$ cat src/rtl/pe_instr_issuer.sv
// West-edge instruction issuer for one systolic-array row: buffers host entries in a FIFO and
// issues instruction / advance transfers into the first PE under per-column credit control.
module pe_instr_issuer #(
    parameter int unsigned NUM_COLS     = 4,
    parameter int unsigned INSTR_BIT    = 16,
    parameter int unsigned FIFO_DEPTH   = 4,
    parameter int unsigned PE_BUF_DEPTH = 2
) (
    input  logic                 clk,
    input  logic                 rst_n,
    input  logic [INSTR_BIT-1:0] host_instr,
    input  logic [NUM_COLS-1:0]  host_col_mask,
    input  logic                 host_is_change,
    input  logic                 host_valid,
    output logic                 host_ready,
    input  logic                 flush,
    output logic [INSTR_BIT-1:0] instr_w,
    output logic [NUM_COLS-1:0]  instr_w_valid,
    input  logic                 instr_w_ready,
    output logic                 change_w_instr,
    output logic [NUM_COLS-1:0]  change_instr_w_valid,
    input  logic                 change_instr_w_ready,
    output logic                 busy,
    output logic [7:0]           drop_count
);

    localparam int unsigned AW = $clog2(FIFO_DEPTH);
    localparam int unsigned EW = 1 + NUM_COLS + INSTR_BIT;
    localparam logic [1:0] CreditMax = 2'(PE_BUF_DEPTH);

    localparam logic [1:0] StIdle  = 2'd0;
    localparam logic [1:0] StFetch = 2'd1;
    localparam logic [1:0] StSendI = 2'd2;
    localparam logic [1:0] StSendC = 2'd3;

    logic [EW-1:0]                fifo_q [FIFO_DEPTH];
    logic [AW:0]                  wr_ptr_q, wr_ptr_d, rd_ptr_q, rd_ptr_d;
    logic [1:0]                   state_q, state_d;
    logic [NUM_COLS-1:0][1:0]     credit_q, credit_d;
    logic [INSTR_BIT-1:0]         instr_q, instr_d;
    logic [NUM_COLS-1:0]          ivalid_q, ivalid_d;
    logic [NUM_COLS-1:0]          cvalid_q, cvalid_d;
    logic                         chg_q, chg_d;
    logic [7:0]                   drop_q, drop_d;

    logic                         empty, full, push, pop, credit_ok;
    logic [EW-1:0]                head;
    logic                         head_change;
    logic [NUM_COLS-1:0]          head_mask;
    logic [INSTR_BIT-1:0]         head_instr;

    assign empty = (wr_ptr_q == rd_ptr_q);
    assign full  = (wr_ptr_q[AW] != rd_ptr_q[AW]) && (wr_ptr_q[AW-1:0] == rd_ptr_q[AW-1:0]);
    // Flush wins over a same-cycle push even though host_ready is high.
    assign push  = host_valid && !full && !flush;

    assign head        = fifo_q[rd_ptr_q[AW-1:0]];
    assign head_change = head[EW-1];
    assign head_mask   = head[INSTR_BIT +: NUM_COLS];
    assign head_instr  = head[INSTR_BIT-1:0];

    always_comb begin
        credit_ok = 1'b1;
        for (int c = 0; c < NUM_COLS; c++) begin
            if (head_mask[c] && (credit_q[c] == 2'd0)) begin
                credit_ok = 1'b0;
            end
        end
    end

    always_comb begin
        state_d  = state_q;
        credit_d = credit_q;
        instr_d  = instr_q;
        ivalid_d = ivalid_q;
        cvalid_d = cvalid_q;
        chg_d    = chg_q;
        drop_d   = drop_q;
        pop      = 1'b0;

        case (state_q)
            StIdle: begin
                if (!empty) begin
                    state_d = StFetch;
                end
            end
            StFetch: begin
                if (empty) begin
                    state_d = StIdle;
                end else if (head_mask == '0) begin
                    pop     = 1'b1;
                    state_d = StIdle;
                    if (drop_q != 8'hFF) begin
                        drop_d = drop_q + 8'd1;
                    end
                end else if (head_change) begin
                    pop      = 1'b1;
                    chg_d    = 1'b1;
                    cvalid_d = head_mask;
                    state_d  = StSendC;
                end else if (credit_ok) begin
                    pop      = 1'b1;
                    instr_d  = head_instr;
                    ivalid_d = head_mask;
                    state_d  = StSendI;
                    for (int c = 0; c < NUM_COLS; c++) begin
                        if (head_mask[c]) begin
                            credit_d[c] = credit_q[c] - 2'd1;
                        end
                    end
                end
            end
            StSendI: begin
                if (instr_w_ready) begin
                    ivalid_d = '0;
                    state_d  = empty ? StIdle : StFetch;
                end
            end
            StSendC: begin
                if (change_instr_w_ready) begin
                    cvalid_d = '0;
                    chg_d    = 1'b0;
                    state_d  = empty ? StIdle : StFetch;
                    for (int c = 0; c < NUM_COLS; c++) begin
                        if (cvalid_q[c] && (credit_q[c] < CreditMax)) begin
                            credit_d[c] = credit_q[c] + 2'd1;
                        end
                    end
                end
            end
            default: state_d = StIdle;
        endcase

        wr_ptr_d = wr_ptr_q + {{AW{1'b0}}, push};
        rd_ptr_d = rd_ptr_q + {{AW{1'b0}}, pop};

        if (flush) begin
            wr_ptr_d = '0;
            rd_ptr_d = '0;
            state_d  = StIdle;
            ivalid_d = '0;
            cvalid_d = '0;
            chg_d    = 1'b0;
            drop_d   = drop_q;
            for (int c = 0; c < NUM_COLS; c++) begin
                credit_d[c] = CreditMax;
            end
        end
    end

    always_ff @(posedge clk) begin
        if (push) begin
            fifo_q[wr_ptr_q[AW-1:0]] <= {host_is_change, host_col_mask, host_instr};
        end
    end

    always_ff @(posedge clk or negedge rst_n) begin
        if (!rst_n) begin
            wr_ptr_q <= '0;
            rd_ptr_q <= '0;
            state_q  <= StIdle;
            instr_q  <= '0;
            ivalid_q <= '0;
            cvalid_q <= '0;
            chg_q    <= 1'b0;
            drop_q   <= '0;
            for (int c = 0; c < NUM_COLS; c++) begin
                credit_q[c] <= CreditMax;
            end
        end else begin
            wr_ptr_q <= wr_ptr_d;
            rd_ptr_q <= rd_ptr_d;
            state_q  <= state_d;
            instr_q  <= instr_d;
            ivalid_q <= ivalid_d;
            cvalid_q <= cvalid_d;
            chg_q    <= chg_d;
            drop_q   <= drop_d;
            credit_q <= credit_d;
        end
    end

    assign host_ready           = !full;
    assign instr_w              = instr_q;
    assign instr_w_valid        = ivalid_q;
    assign change_w_instr       = chg_q;
    assign change_instr_w_valid = cvalid_q;
    assign busy                 = !empty || (state_q != StIdle);
    assign drop_count           = drop_q;

endmodule
$ cat config.mk
export PLATFORM = sky130hd
export DESIGN_NAME = pe_instr_issuer
export DESIGN_NICKNAME = d
export VERILOG_FILES = /design/src/rtl/pe_instr_issuer.sv
export SDC_FILE = /design/constraint.sdc
export NUM_CORES = 1
export LEC_CHECK = 0
export CELL_PAD_IN_SITES_DETAIL_PLACEMENT = 2
export CELL_PAD_IN_SITES_GLOBAL_PLACEMENT = 2
export CORE_MARGIN = 2
export CORE_UTILIZATION = 44
export DETAILED_ROUTE_END_ITERATION = 7
export PLACE_DENSITY = 0.84
export SLEW_MARGIN = 10
export SYNTH_ARGS = -nofsm -noshare
export SYNTH_HDL_FRONTEND = slang
export SYNTH_SLANG_ARGS = --single-unit
$ cat constraint.sdc
create_clock -name clk -period 7.91 [get_ports clk]
set_input_delay 1.9775 -clock clk [delete_from_list [all_inputs] [get_ports clk]]
set_output_delay 1.9775 -clock clk [all_outputs]
set_load 0.05 [all_outputs]
* Word level (Yosys, flattened, before mapping)
Memories as Yosys holds them, arrays and structs flattened.
Cells that the tools add are included.
** Storage, ports and cells
- Memories :: 1
- Bits of input ports :: 27
- RAM bits :: 84
- Register bits after elaboration :: 49
- Word-level logic and storage cells :: 146
** Memories
- fifo_q :: words 4, bits a word 21, rd ports 1, clocked after memory_dff 0, write ports 1, line 36 : logic [EW-1:0] fifo_q [FIFO_DEPTH];
** Operators by class
- Bitwise operators :: 4
- $add $sub $neg :: 11
- Mux-type cells :: 57
- Magnitude comparators :: 4
- Eq/ne operators :: 24
- Reductions and logical operators :: 33
** Operators by type and width (count)
- $mux 8 :: 6
- $ne 3x3->1 const B :: 16
- $mux 4 :: 11
- $mux 2 :: 16
- $reduce_and 8->1 :: 4
- $mux 1 :: 17
- $pmux 4 s2 :: 2
- $pmux 8 s2 :: 1
- $reduce_and 5->1 :: 3
- $logic_and 1x1->1 :: 11
- $logic_not 2->1 :: 5
- $add 2x1->2 const B :: 4
- $add 8x1->8 const B :: 1
- $lt 2x2->1 const B :: 4
- $ne 8x8->1 const B :: 1
- $pmux 2 s4 :: 1
- $sub 2x1->2 const B :: 4
- $add 3x1->3 :: 2
- $mux 3 :: 2
- $ne 6x6->1 const B :: 1
- $reduce_and 6->1 :: 1
- $reduce_bool 3->1 :: 2
- $eq 2x2->1 const B :: 2
- $logic_not 4->1 :: 1
- other kinds (10) :: 15

* Longest topological paths before layout
Gate-level depths: netlist of the first run.
- Word-level depth :: 13
- Gate-level depth with buffers :: 11

* Least setup slack after synthesis of the first run
Ideal clock, no wire load.
- Path kind :: input-to-reg
- Start :: input flush
- End :: memory fifo_q[2][0] (netlist bit) (enable)
- Library setup time :: 0.430 ns
- Stages :: 3
- Required time :: 7.480 ns
- Slack :: 3.624 ns
- Data arrival time :: 3.856 ns
- Cell sequence :: clkinv_1 -> nand3_1 -> nor3b_1
** Between the ends
- Word-level cells in the longest chain between the ends :: 4
** RTL lines
- from (decl) :: line 16 : input logic flush,
- $logic_not 1->1 :: line 55 : assign push = host_valid && !full && !flush;
- $logic_and 1x1->1 :: line 55
- $mux 1 :: line 152 : if (push) begin
- $mux 1 (implied by the code) :: line 153 : fifo_q[wr_ptr_q[AW-1:0]] <= {host_is_change, host_col_mask, host_instr};
- to (decl) :: line 36
Every way passes these cells.

* Worst setup path in the final report of the first run
- Start :: register rd_ptr_q[0]
- End :: output busy
** Between the ends
- Word-level cells in the longest chain between the ends :: 3
** RTL lines
- from (decl) :: line 37 : logic [AW:0] wr_ptr_q, wr_ptr_d, rd_ptr_q, rd_ptr_d;
- from (signal assigned) :: line 172 : rd_ptr_q <= rd_ptr_d;
- $eq 3x3->1 :: line 52 : assign empty = (wr_ptr_q == rd_ptr_q);
- $logic_not 1->1 :: line 188 : assign busy = !empty || (state_q != StIdle);
- $logic_or 1x1->1 :: line 188
- to (decl) :: line 23 : output logic busy,
Every way passes these cells.

==> results of run 1 <==
==> through the flow <==
step | util [%] | instances
6_report | 55.9 | 615
2_1_floorplan | - | 358
4_1_cts | 55.9 | 615
3_5_place_dp | 51.3 | 583
3_3_place_gp | 51.3 | 583
5_1_grt | 55.9 | 615
==> power groups by stage <==
stage,registers (mW),clock network [mW],logic (mW)
3_3_place_gp,0.942,0,0.789
2_1_floorplan,1.15,0,0.345
4_1_cts,0.944,0.790,0.827
5_1_grt,0.959,0.811,0.873
3_5_place_dp,0.955,0,0.813
6_report,0.942,0.771,0.814
==> layout by cell type (no fill, tap or decap), types with 6 or more instances in the layout <==
cell	count
mux2_1	21
dfrtp_1	45
clkdlybuf4s50_1	60
xnor2_1	12
edfxtp_1	84
inv_1	11
nand3_1	10
nor2b_1	7
nor2_1	15
mux2i_1	10
nor3_1	6
nand2_1	14
nand4_1	6
mux4_2	19
clkbuf_16	17
o21ai_0	10
==> metal layers <==
| metal | global-route usage [%] | routed length [microns] | vias up |
|---|---|---|---|
| li1 | - | - | 1522 |
| met1 | 28.0 | 5930 | 1782 |
| met2 | 40.1 | 7760 | 78 |
| met3 | 5.86 | 492 | 19 |
| met4 | 7.00 | 208 | 0 |
| met5 | 0 | 0 | - |
==> logic make-up (layout without fill, tap and decap cells) <==
logic type | count (synthesis) | in the layout
buffers and inverters | 26 | 111
adder cells (fa/ha/maj) | 5 | 5
XOR/XNOR | 16 | 16
flip-flops | 133 | 133
multiplexers | 53 | 53
AND/OR/NAND/NOR | 91 | 91
AO/OA/AOI/OAI | 34 | 34
==> cell usage after synthesis, drive strengths merged, types with 4 or more instances <==
cell | n | area (sq um)
edfxtp | 84 | 2520
dfrtp | 45 | 1130
mux2 | 22 | 248
mux4 | 21 | 480
nor2 | 17 | 66.3
nand2 | 14 | 52.6
inv | 12 | 45.0
xnor2 | 12 | 105
nand3 | 11 | 67.6
o21ai | 11 | 55.1
mux2i | 10 | 100
buf | 9 | 71.3
nor2b | 7 | 43.8
nor3 | 7 | 35.0
nand4 | 6 | 37.5
and3 | 5 | 31.3
ha | 5 | 62.6
or3 | 5 | 31.3
a21oi | 4 | 20.0
clkbuf | 4 | 15.0
dfstp | 4 | 105
o22ai | 4 | 25.0
or3b | 4 | 35.0
xor2 | 4 | 35.0
==> path summary, 6_finish.rpt <==
kind / to / slack [ps] / cells past startpoint / from
worst min register to register: instr_w_valid[1] / 490 / 1 / instr_w_valid[1]
worst max register to register: rd_ptr_q[1] / 4690 / 9 / rd_ptr_q[0]
worst min-delay path: instr_w_valid[1] / 490 / 1 / instr_w_valid[1]
min in group asynchronous: change_instr_w_valid[0] / 1690 / 2 / rst_n
worst max-delay path: busy / 3100 / 5 / rd_ptr_q[0]
max in group asynchronous: drop_count[0] / 5740 / 2 / rst_n
==> state kept, by name, summed over array words and instances (netlist names) <==
name                  cells
credit_q                  8
instr_w                  16
wr_ptr_q                  3
change_w_instr            1
rd_ptr_q                  3
drop_count                8
instr_w_valid             4
change_instr_w_valid      4
state_q                   2
fifo_q                   84
==> cell type report <==
type	count	area, sq um
Fill cell	1152	5560
Sequential cell	133	3750
Multi-Input combinational cell	199	1820
Timing Repair Buffer	66	643
Clock buffer	20	457
Tap cell	172	215
Clock inverter	12	120
Inverter	13	48.8
==> flow_summary.yaml, run 1 <==
power_and_ir_drop:
  power.density_nw_per_um2: 358
  p_sw_share_pct: 36.3
  internal_power_mw: 1.61
  leakage_nw: 2.59
  pwr-share-seq_pct: 37.3
  clkPwrFrac_pct: 30.5
  switching_power_uw: 918
  combPwrFrac_pct: 32.2
  ir_drop_mv: 0.224
  total_power_mw: 2.53
clocking:
  clk_latency_ps: 430
  htree_levels: 4
  clock_path_buffers: 2
  cts_resized: 0
  clk_transition_reported_paths_ps: 60
  cts_tree: "done"
  cts_setup_buffers: 0
  hold_buffers: 0
  cts_root_buf: "clkbuf_16"
  cts_sinks: 133
  numCtsBuffers: 17
sta:
  maxSlewHeadroom_pct: 22.7
  rsz0062_at_grt: "false"
  finalSetupTns_ps: 0
  maxSlewViolCount: 0
  min_period_over_period_pct: 60.8
  fin_crit_ps: 4810
  worstMarginPinSlew_ps: 1160
  worst_slack_ps: 3100
  fmax_mhz: 208
  finalHoldViolCount: 0
  finClkSkew_ps: 13.9
  setup_viol: 0
  timing.hold.ws_ps: 487
global_routing:
  grt_max_degree: 50
  overflow: 0
  grt_usage_pct: 22.9
  antenna_found_initial: 0
  grt_pass1_vias: 3974
  grt_pass1_wl_microns: 23600
synth:
  yosysWarnings: 0
  synth_fa_ha_area_share_pct: 1.10
  synth.distinct_cells: 57
  ys_ff_latch: 133
  synth-xor-area-share_pct: 2.46
  synth_simple_gate_area_share_pct: 9.28
  synth_cells: 358
  synth_top_family_by_area: "multiplexers"
  synth_nets: 390
  synth-compound-area-share_pct: 4.27
  async_flop_share_pct: 36.8
  avgSynthCellArea_sq_um: 15.9
  syn_area_sq_um: 5690
  synth-seq-area-share_pct: 66.0
  synth_edf_count: 84
  synthFlopType: "edfxtp_1"
  synthMuxAreaShare_pct: 14.6
die:
  start_util_pct: 45.1
  coreArea_sq_um: 12600
  die_area_sq_um: 13900
  die_x_microns: 118
  row_count: 41
  ios: 62
  die_y_microns: 118
finish:
  drive_above_1_share_pct: 17.2
  final_area_sq_um: 7060
  finalNetCount: 462
  diodes: 0
  area_growth_syn_to_layout_pct: 24.0
worst_setup_path:
  cp_cell_sequence: "buf_4 -> xor2_1 -> nor3_1 -> nand3_1 -> clkdlybuf4s50_1"
  critical_path_arrival_ps: 2830
  cp.required_ps: 5930
  max_stage_delay_ps: 750
  crit_buf_inv: 2
  endpoint_kind: "primary output"
  worst-path-max-fanout: 31
  crit_family: "buffers and inverters"
  crit_type: "reg2out"
  cp-start-kind: "flop"
  crit_slowest_cell: "clkdlybuf4s50_1"
route:
  via_per_inst: 5.53
  detail-route-antenna-nets: 0
  drc: 0
  first_pass_iters: 4
  totalWireLength_microns: 14400
  routedWlPerCell_microns: 23.4
  vias: 3401
  drtIter0Drc: 162
run_status:
  status: "complete, no violations"
placed_design:
  dpl_cell_area_sq_um: 6470
  port-buffer-count: 61
  gp_congestion: 0.757
  place_hpwl_microns: 9120
  pre_cts_ws_ps: 2860
worst_hold_path:
  holdCritPathClass: "reg2reg"
flow_run:
  max-cap-violations: 0
Power figures use the tool's default switching activity.
==> run 2: changes to the inputs <==
- CORE_UTILIZATION: 44 -> 41
- PLACE_DENSITY: 0.84 -> 0.79
- clock period: 7.91 -> 4.5 ns (I/O delays scaled with it)
==> run 2 against run 1 <==
  * Sequential share of layout area decreased by 0.80 points
  * Global-route usage shrank 3.2 points
  * Combinational power is 74% higher
  * Cell count rose by 1.8%
  * Critical path type unchanged
==> flow_summary.yaml, run 2 (synthesized netlist as in run 1, its figures left out) <==
sta:
  setup_viol: 0
  maxSlewViolCount: 0
  finalHoldViolCount: 0
  rsz0062_at_grt: "false"
  maxSlewHeadroom_pct: 22.0
  fmax_mhz: 275
  min_period_over_period_pct: 80.9
  finClkSkew_ps: 7.39
  finalSetupTns_ps: 0
  fin_crit_ps: 3640
  worstMarginPinSlew_ps: 1170
  timing.hold.ws_ps: 489
power_and_ir_drop:
  ir_drop_mv: 0.447
  leakage_nw: 2.65
  power.density_nw_per_um2: 642
worst_setup_path:
  cp_cell_sequence: "xor2_1 -> nor3_1 -> nand3_1 -> clkdlybuf4s50_1"
  critical_path_arrival_ps: 2520
  max_stage_delay_ps: 740
  cp-start-kind: "flop"
  crit_family: "buffers and inverters"
  crit_buf_inv: 1
  crit_type: "reg2out"
  cp.required_ps: 3380
  worst-path-max-fanout: 6
  endpoint_kind: "primary output"
  crit_slowest_cell: "clkdlybuf4s50_1"
global_routing:
  grt_pass1_vias: 3835
  grt_usage_pct: 19.7
  grt_max_degree: 31
  antenna_found_initial: 0
  overflow: 0
  grt_pass1_wl_microns: 21700
die:
  row_count: 43
  die_area_sq_um: 14800
  coreArea_sq_um: 13700
  die_y_microns: 122
  ios: 62
  die_x_microns: 122
  start_util_pct: 41.5
finish:
  diodes: 0
  drive_above_1_share_pct: 18.2
  finalNetCount: 466
  final_common_cell: "edfxtp_1"
  area_growth_syn_to_layout_pct: 25.9
  final_cell_mix: "edfxtp_1 (84), clkdlybuf4s50_1 (60), dfrtp_1 (44), mux2_1 (21), mux4_2 (19)"
  fillerInstances: 1238
  multi_input_area_sq_um: 1810
  largest_reg_flops: 84
  seq_area_sq_um: 3750
route:
  routedWlPerCell_microns: 21.5
  drtIter0Drc: 208
  first_pass_iters: 4
  via_per_inst: 5.40
  vias: 3383
  totalWireLength_microns: 13400
  detail-route-antenna-nets: 0
  drc: 0
clocking:
  clk_latency_ps: 410
  cts_sinks: 133
  hold_buffers: 0
  numCtsBuffers: 17
  clk_transition_reported_paths_ps: 60
  htree_levels: 4
  cts_tree: "done"
  cts_resized: 0
  cts_setup_buffers: 0
  clock_path_buffers: 2
  cts_root_buf: "clkbuf_16"
run_status:
  status: "complete, no violations"
worst_hold_path:
  holdCritPathClass: "reg2reg"
placed_design:
  port-buffer-count: 61
  place_hpwl_microns: 8580
  gp_congestion: 0.771
flow_run:
  max-cap-violations: 0
## run 2: cell types whose count changed in the layout (fill, tap and decap cells not counted), sizes merged
cell / before / now
buf: 6 / 10
bufinv: 1 / 5
clkbuf: 20 / 17
clkinvlp: 2 / 0
## run 2: power breakdown
part           total (mW)  leakage (nW)  internal, mW  switching (mW)
sequential           1.66          1.39          1.49           0.166
clock                1.52         0.319         0.990           0.532
combinational        1.42         0.942         0.543           0.876
## run 2: layer usage
| metal | vias up | track usage, % | wire [microns] |
|---|---|---|---|
| met5 | - | 0 | 0 |
| met4 | 0 | 6.32 | 160 |
| met3 | 12 | 3.70 | 369 |
| met2 | 57 | 33.4 | 6920 |
| met1 | 1784 | 25.7 | 6000 |
| li1 | 1530 | - | - |
## run 2: final timing paths
| check | cells past startpoint | start | slack (ps) | to |
|---|---|---|---|---|
| max | 4 | wr_ptr_q[0] | 860 | busy |
| min | 1 | instr_w_valid[3] | 490 | instr_w_valid[3] |
| min reg2reg | 1 | instr_w_valid[3] | 490 | instr_w_valid[3] |
| min in group asynchronous | 1 | rst_n | 750 | change_instr_w_valid[0] |
| max reg2reg | 8 | rd_ptr_q[0] | 1430 | instr_w[3] |
| max in group asynchronous | 2 | rst_n | 2860 | credit_q[1] |
## run 2: area by class of cell
cell class / instances / area share, %
Sequential cell: 133 / 52.4
Clock buffer: 17 / 5.94
Multi-Input combinational cell: 199 / 25.3
Clock inverter: 14 / 3.14
Tap cell: 180 / 3.14
Inverter: 13 / 0.681
Timing Repair Buffer: 70 / 9.39
## run 2: per-stage QoR
stage	cell area [sq um]	cells	worst slack, ps	util (%)	power (mW)
after floorplan	5690	358	905	-	2.63
after global placement	6520	595	1080	47.5	3.04
after detailed placement	6520	595	900	47.5	3.10
after CTS	7170	626	854	52.2	4.66
after global routing	7170	626	802	52.2	4.81
final	7170	626	859	52.2	4.60
==> run 3: changes to the inputs <==
- CORE_UTILIZATION: 41 -> 37
- PLACE_DENSITY: 0.79 -> 0.76
- clock period: 4.5 -> 2.98 ns (I/O delays scaled with it)
==> run 3 against run 2 <==
  * Die area is 10% higher
  * Cell count is 3.5% higher
  * Power increased by 47%
  * Cell area is 1.4% higher
  * Via count increased by 0.98%
  * Global-route usage fell by 0.84 points
  * Critical endpoint unchanged
  * Sequential share of layout area decreased by 0.73 points
  * Largest power group unchanged
  * Worst setup slack got worse by 740 ps
  * Sequential cell count stayed put
==> flow_summary.yaml, run 3 (synthesized netlist as in run 1, its figures left out) <==
run_status:
  status: "complete, no violations"
power_and_ir_drop:
  power.density_nw_per_um2: 931
  ir_drop_mv: 0.474
  leakage_nw: 2.70
flow_run:
  max-cap-violations: 0
die:
  ios: 62
  die_x_microns: 128
  die_y_microns: 128
  coreArea_sq_um: 15100
  row_count: 45
  start_util_pct: 37.7
  die_area_sq_um: 16400
worst_setup_path:
  worst-path-max-fanout: 22
  crit_type: "reg2out"
  endpoint_kind: "primary output"
  crit-reg2reg-launch: "rd_ptr_q[1]"
  critical_path_arrival_ps: 2110
  cp-start-kind: "flop"
  r2r_end: "credit_q[0]"
  reg2reg_depth: 8
  cp.required_ps: 2240
  rrSetupSlack_ps: 300
global_routing:
  overflow: 0
  grt_pass1_wl_microns: 22600
  grt_usage_pct: 18.9
  antenna_found_initial: 0
  grt_pass1_vias: 3997
  grt_max_degree: 24
finish:
  final_cell_mix: "edfxtp_1 (84), clkdlybuf4s50_1 (58), dfrtp_1 (45), mux2_1 (21)"
  largest_reg_flops: 84
  finalNetCount: 479
  fin_cells: 648
  final_area_sq_um: 7270
  final_common_cell: "edfxtp_1"
  area_growth_syn_to_layout_pct: 27.7
  drive_above_1_share_pct: 20.4
  diodes: 0
route:
  vias: 3416
  first_pass_iters: 4
  drtIter0Drc: 156
  drc: 0
  totalWireLength_microns: 14200
  detail-route-antenna-nets: 0
  via_per_inst: 5.27
  routedWlPerCell_microns: 21.9
sta:
  rsz0062_at_grt: "false"
  finalHoldViolCount: 0
  setup_viol: 0
  min_period_over_period_pct: 95.9
  maxSlewViolCount: 0
  fin_crit_ps: 2860
  finalSetupTns_ps: 0
  worstMarginPinSlew_ps: 622
  timing.hold.ws_ps: 262
  finClkSkew_ps: 10.5
  fmax_mhz: 350
  maxSlewHeadroom_pct: 58.5
clocking:
  hold_buffers: 0
  htree_levels: 4
  clk_latency_ps: 420
  cts_tree: "done"
  cts_setup_buffers: 0
  cts_root_buf: "clkbuf_16"
  clk_transition_reported_paths_ps: 60
  numCtsBuffers: 17
  cts_sinks: 133
  clock_path_buffers: 2
  cts_resized: 1
placed_design:
  gp_congestion: 0.736
  dp_cells: 616
  place_hpwl_microns: 9540
  dpl_cell_area_sq_um: 6690
  port-buffer-count: 61
worst_hold_path:
  holdCritPathClass: "in2async"
-- run 3: cell types whose count changed in the layout (fill, tap and decap cells not counted), sizes merged --
cell,delta
buf,+15
bufinv,-3
clkbuf,+2
clkdlybuf4s50,-2
clkinv,+4
clkinvlp,+1
inv,-3
-- run 3: area by class of cell --
type	count	area, sq um
clock buffers	19	433
clock inverters	13	135
fillers	1430	7820
inverters	13	48.8
multi-input cells	199	1830
flip-flops and latches	133	3750
well taps	188	235
repair buffers	83	828
-- run 3: worst max-delay path by stage --
stage           startpoint       endpoint  slack (ps)  cells past startpoint
2_1_floorplan  rd_ptr_q[0]   fifo_q[2][0]          90                      7
3_3_place_gp         flush  drop_count[1]         270                      5
3_5_place_dp         flush  drop_count[1]         220                      5
4_1_cts        rd_ptr_q[1]           busy          90                      6
5_1_grt        rd_ptr_q[1]           busy         0.3                      6
6_report       rd_ptr_q[1]           busy         120                      6
-- run 3: report_power, final --
part | switching (mW) | internal (mW) | total, mW | leakage, nW
registers | 0.265 | 2.25 | 2.52 | 1.39
logic | 1.35 | 0.876 | 2.22 | 1.03
clock network | 0.796 | 1.23 | 2.02 | 0.278
-- run 3: per-layer routing --
layer	part of all wire [%]	GRT usage, %	up-vias
met5	0	0	-
li1	-	-	1557
met1	42	22.6	1774
met3	3.1	4.13	16
met4	1.4	6.40	0
met2	53	33.8	69
-- run 3: per-stage QoR --
stage | util, % | worst slack, ps | total power [mW]
floorplan | - | 92.6 | 3.98
global placement | 44.4 | 273 | 4.68
detailed placement | 44.4 | 217 | 4.77
CTS | 48.2 | 90.3 | 6.85
global route | 48.2 | 0.295 | 7.08
finish | 48.2 | 123 | 6.77
-- run 3: critical path, cell delays in order (launching register included) --
cell     delay (ps)
dfrtp_1         390
buf_12          170
buf_4           210
xor2_1          200
nor3_2          290
nand3_1         190
buf_4           230
